File: config.mk
export PLATFORM = sky130hd
export DESIGN_NAME = top2_classifier
export DESIGN_NICKNAME = d
export VERILOG_FILES = /design/src/rtl/top2_classifier.sv
export SDC_FILE = /design/constraint.sdc
export NUM_CORES = 2
export LEC_CHECK = 0
export BUFFER_PORTS_ARGS = -buffer_cell sky130_fd_sc_hd__buf_2
export CELL_PAD_IN_SITES_DETAIL_PLACEMENT = 0
export CELL_PAD_IN_SITES_GLOBAL_PLACEMENT = 2
export CORE_AREA = 2 2 692 694
export CTS_BUF_LIST = sky130_fd_sc_hd__clkbuf_2 sky130_fd_sc_hd__clkbuf_4 sky130_fd_sc_hd__clkbuf_8
export CTS_CLUSTER_DIAMETER = 120
export CTS_CLUSTER_SIZE = 28
export DETAILED_ROUTE_END_ITERATION = 10
export DIE_AREA = 0 0 694 696
export PLACE_DENSITY = 0.3
export SYNTH_ARGS = -nofsm -noshare
export SYNTH_HDL_FRONTEND = slang
export SYNTH_SLANG_ARGS = --single-unit
File: constraint.sdc
create_clock -name clk -period 26.2 [get_ports clk]
set_input_delay 5.24 -clock clk [delete_from_list [all_inputs] [get_ports clk]]
set_output_delay 5.24 -clock clk [all_outputs]
set_load 0.05 [all_outputs]
File: src/rtl/top2_classifier.sv
// top2_classifier: sequential scan of a score vector that reports the two largest elements, their margin and a confidence flag.
module top2_classifier #(
  parameter int VEC_SIZE    = 107,
  parameter int DATA_WIDTH  = 16,
  parameter int FIXED_PNT   = 8,
  parameter int CONF_THRESH = 128
) (
  input  logic                         clk,
  input  logic                         rst_n,
  input  logic                         enable,
  input  logic signed [DATA_WIDTH-1:0] vec_in [VEC_SIZE],
  output logic                         data_ready,
  output logic [$clog2(VEC_SIZE):0]    class_idx,
  output logic signed [DATA_WIDTH-1:0] class_val,
  output logic [$clog2(VEC_SIZE):0]    second_idx,
  output logic signed [DATA_WIDTH-1:0] second_val,
  output logic [DATA_WIDTH-1:0]        margin,
  output logic                         confident
);
  localparam int IW = $clog2(VEC_SIZE) + 1;
  localparam logic signed [DATA_WIDTH-1:0] MINV = {1'b1, {(DATA_WIDTH-1){1'b0}}};
  localparam logic [DATA_WIDTH-1:0] MAXM = {1'b0, {(DATA_WIDTH-1){1'b1}}};
  localparam logic signed [DATA_WIDTH-1:0] THR = DATA_WIDTH'(CONF_THRESH);
  typedef enum logic [1:0] {IDLE, SCAN, DONE} state_t;
  state_t state, nxt;
  logic [IW-1:0] idx, best_idx, sec_idx, nb_idx, ns_idx;
  logic signed [DATA_WIDTH-1:0] v, best_val, sec_val, nb_val, ns_val;
  logic [DATA_WIDTH:0] diff;
  logic first, second, gt_b, gt_s, last;
  always_comb begin
    v = vec_in[0];
    for (int i = 0; i < VEC_SIZE; i++) v = (idx == IW'(i)) ? vec_in[i] : v;
  end
  assign first  = idx == '0;
  assign second = idx == IW'(1);
  assign last   = idx == IW'(VEC_SIZE - 1);
  assign gt_b   = v > best_val;
  assign gt_s   = v > sec_val;
  // element 1 always seeds second (unless it displaces best) so second_idx names a real element
  assign nb_val = (first || gt_b) ? v : best_val;
  assign nb_idx = (first || gt_b) ? idx : best_idx;
  assign ns_val = first ? MINV : gt_b ? best_val : (second || gt_s) ? v : sec_val;
  assign ns_idx = first ? '0 : gt_b ? best_idx : (second || gt_s) ? idx : sec_idx;
  assign diff   = {nb_val[DATA_WIDTH-1], nb_val} - {ns_val[DATA_WIDTH-1], ns_val};
  always_comb begin
    nxt = state;
    nxt = state == IDLE ? (enable ? SCAN : IDLE) :
          state == SCAN ? (!enable ? IDLE : last ? DONE : SCAN) :
          (enable ? DONE : IDLE);
  end
  always_ff @(posedge clk or negedge rst_n) begin
    if (!rst_n) state <= IDLE;
    else state <= nxt;
  end
  always_ff @(posedge clk or negedge rst_n) begin
    if (!rst_n) begin
      idx        <= '0;
      best_val   <= '0;
      best_idx   <= '0;
      sec_val    <= '0;
      sec_idx    <= '0;
      data_ready <= 1'b0;
      class_idx  <= '0;
      class_val  <= '0;
      second_idx <= '0;
      second_val <= '0;
      margin     <= '0;
      confident  <= 1'b0;
    end else begin
      idx        <= state == SCAN ? idx + 1'b1 : '0;
      data_ready <= nxt == DONE;
      if (state == SCAN) begin
        best_val <= nb_val;
        best_idx <= nb_idx;
        sec_val  <= ns_val;
        sec_idx  <= ns_idx;
      end
      if (state == SCAN && nxt == DONE) begin
        class_idx  <= nb_idx;
        class_val  <= nb_val;
        second_idx <= ns_idx;
        second_val <= ns_val;
        margin     <= (diff[DATA_WIDTH] || diff[DATA_WIDTH-1]) ? MAXM : diff[DATA_WIDTH-1:0];
        confident  <= nb_val >= THR;
      end
    end
  end
endmodule

**Yosys cells after proc, flatten, opt, wreduce, memory -nomap -nowiden**

Cells that the tools add are included.

- Reductions and logical operators: 6
- Muxes and demuxes: 122
- $add $sub $neg: 2
- Bitwise logic cells: 0
- Div/mod/pow operators: 0
- Magnitude comparators: 3
- Equality and inequality tests: 108
- Multipliers: 0
- Shift-type cells: 0

Operators by type and width:

| cell | number |
|---|---|
| 2-to-1 mux 16 bit | 111 |
| equality test 8 x 7 -> 1 bit, second input constant | 43 |
| equality test 8 x 6 -> 1 bit, second input constant | 32 |
| equality test 8 x 5 -> 1 bit, second input constant | 16 |
| equality test 8 x 4 -> 1 bit, second input constant | 8 |
| 2-to-1 mux 8 bit | 5 |
| equality test 8 x 3 -> 1 bit, second input constant | 4 |
| > comparator 16 bit | 2 |
| subtractor 16 x 16 -> 17 bit | 1 |
| equality test 8 x 2 -> 1 bit, second input constant | 2 |
| >= comparator 16 x 9 -> 1 bit, second input constant | 1 |
| 2-to-1 mux 2 bit | 5 |
| adder 8 x 1 -> 8 bit, second input constant | 1 |
| equality test 8 x 1 -> 1 bit, second input constant | 1 |
| zero test 8 bit | 1 |
| logical OR 1 bit | 3 |
| equality test 2 x 1 -> 1 bit, second input constant | 1 |
| equality test 2 bit, second input constant | 1 |
| zero test 2 bit | 1 |
| logical AND 1 bit | 1 |
| 2-to-1 mux 1 bit | 1 |

- Output and inout port bits: 66
- Bits in registers: 124
- RAM bits: 0
- Latch bits: 0
- Input bits: 1715
- Logic and storage cells: 254
- ROM bits: 0
- Memories: 0

**Longest topological paths before layout**

- Word-level depth: 115
- Depth in mapped cells: 44
- Gate-level depth less buffers: 37

**Least setup slack after synthesis**

Ideal clock, no wire load.

- Path type: input to register
- Start point: input vec_in[1048] (netlist bit)
- End point: register margin[10]
- Library setup time: 121 ps
- Cell stages on the path: 33
- Data arrival time: 12142 ps
- Required time: 26079 ps
- Setup slack: 13936 ps
- Path buffers: 3
- Cells stage by stage: or3b_2 -> a31o_2 -> a221o_1 -> a311oi_1 -> nand3_1 -> a211o_1 -> a41o_1 -> a21boi_2 -> inv_1 -> ha_1 -> nand4_1 -> or2_2 -> a2111oi_0 -> o31ai_1 -> o211ai_1 -> and2_1 -> clkbuf_1 -> clkbuf_1 -> nor2_1 -> or2_2 -> fa_1 -> nor2b_1 -> o21ai_0 -> a21boi_0 -> o211ai_1 -> a21o_1 -> a31o_2 -> o21ai_0 -> o221ai_1 -> o31ai_1 -> o21ai_1 -> clkbuf_1 -> o22a_1

- Word-level cells in the longest chain between the ends: 74
- Elaborated cells between the ends (all ways): 77
- Classes of those cells: add/sub (1); order compare (2); mux (71); reduce/logical (3)

Ends and longest elaborated chain:

| element | RTL line | text |
|---|---|---|
| start, declared | 11 | `input logic signed [DATA_WIDTH-1:0] vec_in [VEC_SIZE],` |
| 2-to-1 mux 16 bit * (66 in series) | 32 | `for (int i = 0; i < VEC_SIZE; i++) v = (idx == IW'(i)) ? vec_in[i] : v;` |
| > comparator 16 bit | 38 | `assign gt_s = v > sec_val;` |
| logical OR 1 bit | 42 | `assign ns_val = first ? MINV : gt_b ? best_val : (second \|\| gt_s) ? v : sec_val;` |
| 2-to-1 mux 16 bit (3 in series) | 42 |  |
| subtractor 16 x 16 -> 17 bit * | 44 | `assign diff = {nb_val[DATA_WIDTH-1], nb_val} - {ns_val[DATA_WIDTH-1], ns_val};` |
| logical OR 1 bit | 83 | `margin <= (diff[DATA_WIDTH] \|\| diff[DATA_WIDTH-1]) ? MAXM : diff[DATA_WIDTH-1:0];` |
| 2-to-1 mux 16 bit * | 83 |  |
| end signal, assigned | 83 |  |
| end, declared | 17 | `output logic [DATA_WIDTH-1:0] margin,` |

Every way passes the cells marked *; elsewhere a longest branch is shown, timed or not.
A chain may end at the register's enable or synchronous reset.

**Worst setup path in the final report**

- Start point: input vec_in[1633] (netlist bit)
- End point: register margin[1]

- Word-level cells in the longest chain between the ends: 111
- Elaborated cells between the ends (all ways): 114
- Classes of those cells: add/sub (1); order compare (2); mux (108); reduce/logical (3)

Ends and longest elaborated chain:

| element | RTL line |
|---|---|
| 2-to-1 mux 16 bit * (103 in series) | 32 |
| > comparator 16 bit | 38 |
| logical OR 1 bit | 42 |
| 2-to-1 mux 16 bit (3 in series) | 42 |
| subtractor 16 x 16 -> 17 bit * | 44 |
| logical OR 1 bit | 83 |
| 2-to-1 mux 16 bit * | 83 |

Marks and branches as above.

==> out/metrics.cfg <==
[power_and_ir_drop]
switchingPower_w = 0.001283
p_seq_share_pct = 12.0
swShare_pct = 61.52
power_density_nw_per_um2 = 44.42
comb_power_share_pct = 77.9
clkPwrFrac_pct = 10.1
ir_worst_vdd_mv = 0.03875
intPower_w = 0.0008024
p_leak_nw = 17.81

[global_route]
grt_max_degree = 86
first_global_vias = 49140
grt_pass1_wl_um = 800700
overflow = 0
grt_use_total_pct = 27.31
antenna_found_initial = 533

[floorplanning]
die_w_um = 694
ios = 1781
dieArea_um2 = 483000
core_um2 = 476400
start_util_pct = 5.541
die_h_um = 696
rows = 254

[clocking]
cts_buffer_depth = 2
root_buffer = clkbuf_8
clk_pin_slew_worst_paths_ns = 0.08
cts_sinks = 124
cts_resized = 0
postCtsHoldBufs = 0
post_cts_buffers = 0
tritoncts = done
worstSkewPairLatency_ns = 0.52
cts_buffers = 17
htree_levels = 4

[synth]
synth_seq_cells = 124
syn-num-nets = 5711
synth-simple-area-share_pct = 24.84
ys_types = 110
synth-xor-area-share_pct = 0.4977
post_synth_mux_area_share_pct = 0.9386
synthAdderAreaFrac_pct = 2.541
syn_inst = 3943
avgSynthCellArea_um2 = 6.694
synth-main-ff-cell = dfrtp_1
yosys_warnings = 0
synth_top_family_by_area = compound AO/OA/AOI/OAI gates
netlist_area_um2 = 26400
async_reset_ff_share_pct = 100.0
synth_compound_area_share_pct = 51.00
synth_edf_count = 0
ys_seq_area_share_pct = 11.76

[place]
port_buffers = 1780
preCtsSetupSlack_ns = 10.03
hpwl_um = 578400
place_congestion = 0.8733
dp_cells = 11990

[critical_path]
slowest_stage = a22oi_1
worstPathRequired_ns = 26.65
cpPeakStageDelay_ns = 1.06
rrSetupSlack_ns = 11.07
worstSetupPathType = in2reg
critPathLaunch = vec_in[1633]
r2r-end = margin[1]
worst_ep_arrival_time_ns = 16.48
r2r_start = idx[2]
path_max_fanout = 23
crit_path_end_kind = flop
rr_worst_depth = 34
cp_common_cell = o211ai_1
crit_path_start_kind = primary input
endpoint = margin[1]

[sta]
fin_crit_sh_pct = 61.20
slew_headroom_pct = -12.04
tightest_slew_ns = 1.676
tns_ns = 0
fmax_mhz = 62.37
rsz0062_at_grt = no
period_minus_slack_ns = 16.03
finalSetupViolations = 0
slew_violations = 6
skew_ns = 0.01539
setup_slack_ns = 10.17
hold_viol = 0

[layout]
syn2layout_area_growth_pct = 77.83
fill_cells = 56320
finalCoreUtilization_pct = 9.853
multi_input_area_um2 = 22470
instances_no_fill = 12270
final_common_cell = buf_2
num-nets-final = 7506
drive_gt1_share_pct = 44.21
final_cell_mix = buf_2 (1779), buf_4 (408), nand2_1 (385)
regArea_um2 = 3113

[route]
drc = 0
wl_per_cell_um = 56.23
ant_nets = 0
vias_per_cell = 4.207
routed_wl_um = 689800
drtIter0Drc = 6818
detail_route.first_pass.iterations = 8
num_vias = 51600

[status]
violations = capacitance limit, slew limit
outcome = finished with violations

[hold_path]
hp-class = reg2reg

[flow_run]
maxCapViolCount = 2

## worst max-delay path, delay by kind of cell
family | cells | cell delay, ns
AND/OR/NAND/NOR | 5 | 1.29
adder cells (fa/ha/maj) | 2 | 0.65
buffers and inverters | 2 | 0.94
AO/OA/AOI/OAI | 22 | 8.29
## routing by layer
layer  part of all wire (%)  vias up  global-route usage, %  routed length, um
met5                   0.13        -                      0                925
met4                    3.6      144                  8.770              25090
met3                    5.9      869                  4.752              41020
met2                     48     3859                  46.48             328500
met1                     43    27150                  34.71             294300
li1                       -    19580                      -                  -
## worst min-delay path by stage
stage	startpoint	end	slack (ns)	cells after the start
finish	class_val[12]	class_val[12]	0.48	2
floorplan	sec_idx[0]	sec_idx[0]	0.45	2
CTS	second_val[14]	second_val[14]	0.48	1
detailed placement	second_val[14]	second_val[14]	0.47	1
global placement	sec_idx[0]	sec_idx[0]	0.47	2
global route	second_val[14]	second_val[14]	0.50	1
## metrics by stage
stage / hold WS, ns / area (um2) / power, W
finish: 0.4844 / 46940 / 0.002085
global route: 0.4969 / 46560 / 0.002163
CTS: 0.4839 / 46310 / 0.002095
detailed placement: 0.4650 / 45870 / 0.001877
global placement: 0.4655 / 45700 / 0.001898
floorplan: 0.4496 / 26400 / 0.0009053
## power by group through the flow
stage / Combinational, W / Sequential, W / Clock, W
final: 0.00162 / 0.000250 / 0.000211
after detailed placement: 0.00162 / 0.000253 / 0
after global routing: 0.00169 / 0.000253 / 0.000223
after CTS: 0.00163 / 0.000249 / 0.000214
after floorplan: 0.000651 / 0.000254 / 0
after global placement: 0.00164 / 0.000253 / 0
## logic make-up (layout without fill, tap and decap cells)
family | count (synthesis) | in the layout
xor+xnor | 15 | 15
mux | 23 | 23
simple gates | 1294 | 1294
compound gates | 1946 | 1946
flops | 124 | 124
buf+inv | 488 | 2293
fa+ha+maj | 53 | 53
other cells | 0 | 247
## sequential cells by signal, indices dropped and copies added (netlist names)
register    count
best_idx        8
best_val       16
class_idx       8
class_val      16
confident       1
data_ready      1
idx             8
margin         16
sec_idx         8
sec_val        16
second_idx      8
second_val     16
state           2
## synth_stat cells (all sizes together) (20+ instances only)
cell | number | area share (%)
dfrtp | 124 | 12
and2 | 20 | 0.47
clkbuf | 172 | 2.5
a21oi | 289 | 5.5
a221o | 31 | 1.2
a31oi | 74 | 1.8
a32oi | 23 | 0.76
or3 | 27 | 0.66
nor2 | 318 | 4.6
nand3 | 84 | 1.6
nand3b | 37 | 1.1
a2111oi | 23 | 0.86
nor3b | 29 | 0.94
a22o | 61 | 2.0
o22ai | 241 | 5.7
o2111ai | 21 | 0.70
a221oi | 105 | 3.5
o211ai | 71 | 2.0
a22oi | 138 | 3.9
nand2b | 46 | 1.1
o22a | 41 | 1.4
nor3 | 100 | 1.9
a211oi | 77 | 2.2
nor2b | 54 | 1.3
nand2 | 404 | 5.8
o21ai | 376 | 7.1
buf | 253 | 5.1
nand4 | 27 | 0.64
ha | 52 | 2.5
a21o | 26 | 0.74
nor4 | 20 | 0.50
o31ai | 45 | 1.3
a211o | 26 | 0.86
o221ai | 73 | 2.4
inv | 60 | 0.85
or3b | 23 | 0.77
o21a | 27 | 0.77
## cell type report
class	instances	share of cell area [%]
inverters	63	0.5278
multi-input cells	3331	47.87
diodes	247	1.317
flip-flops and latches	124	6.632
clock buffers	24	0.7037
clock inverters	5	0.2239
repair buffers	2201	26.01
well taps	6272	16.72
(Power assumes the default switching activity.)
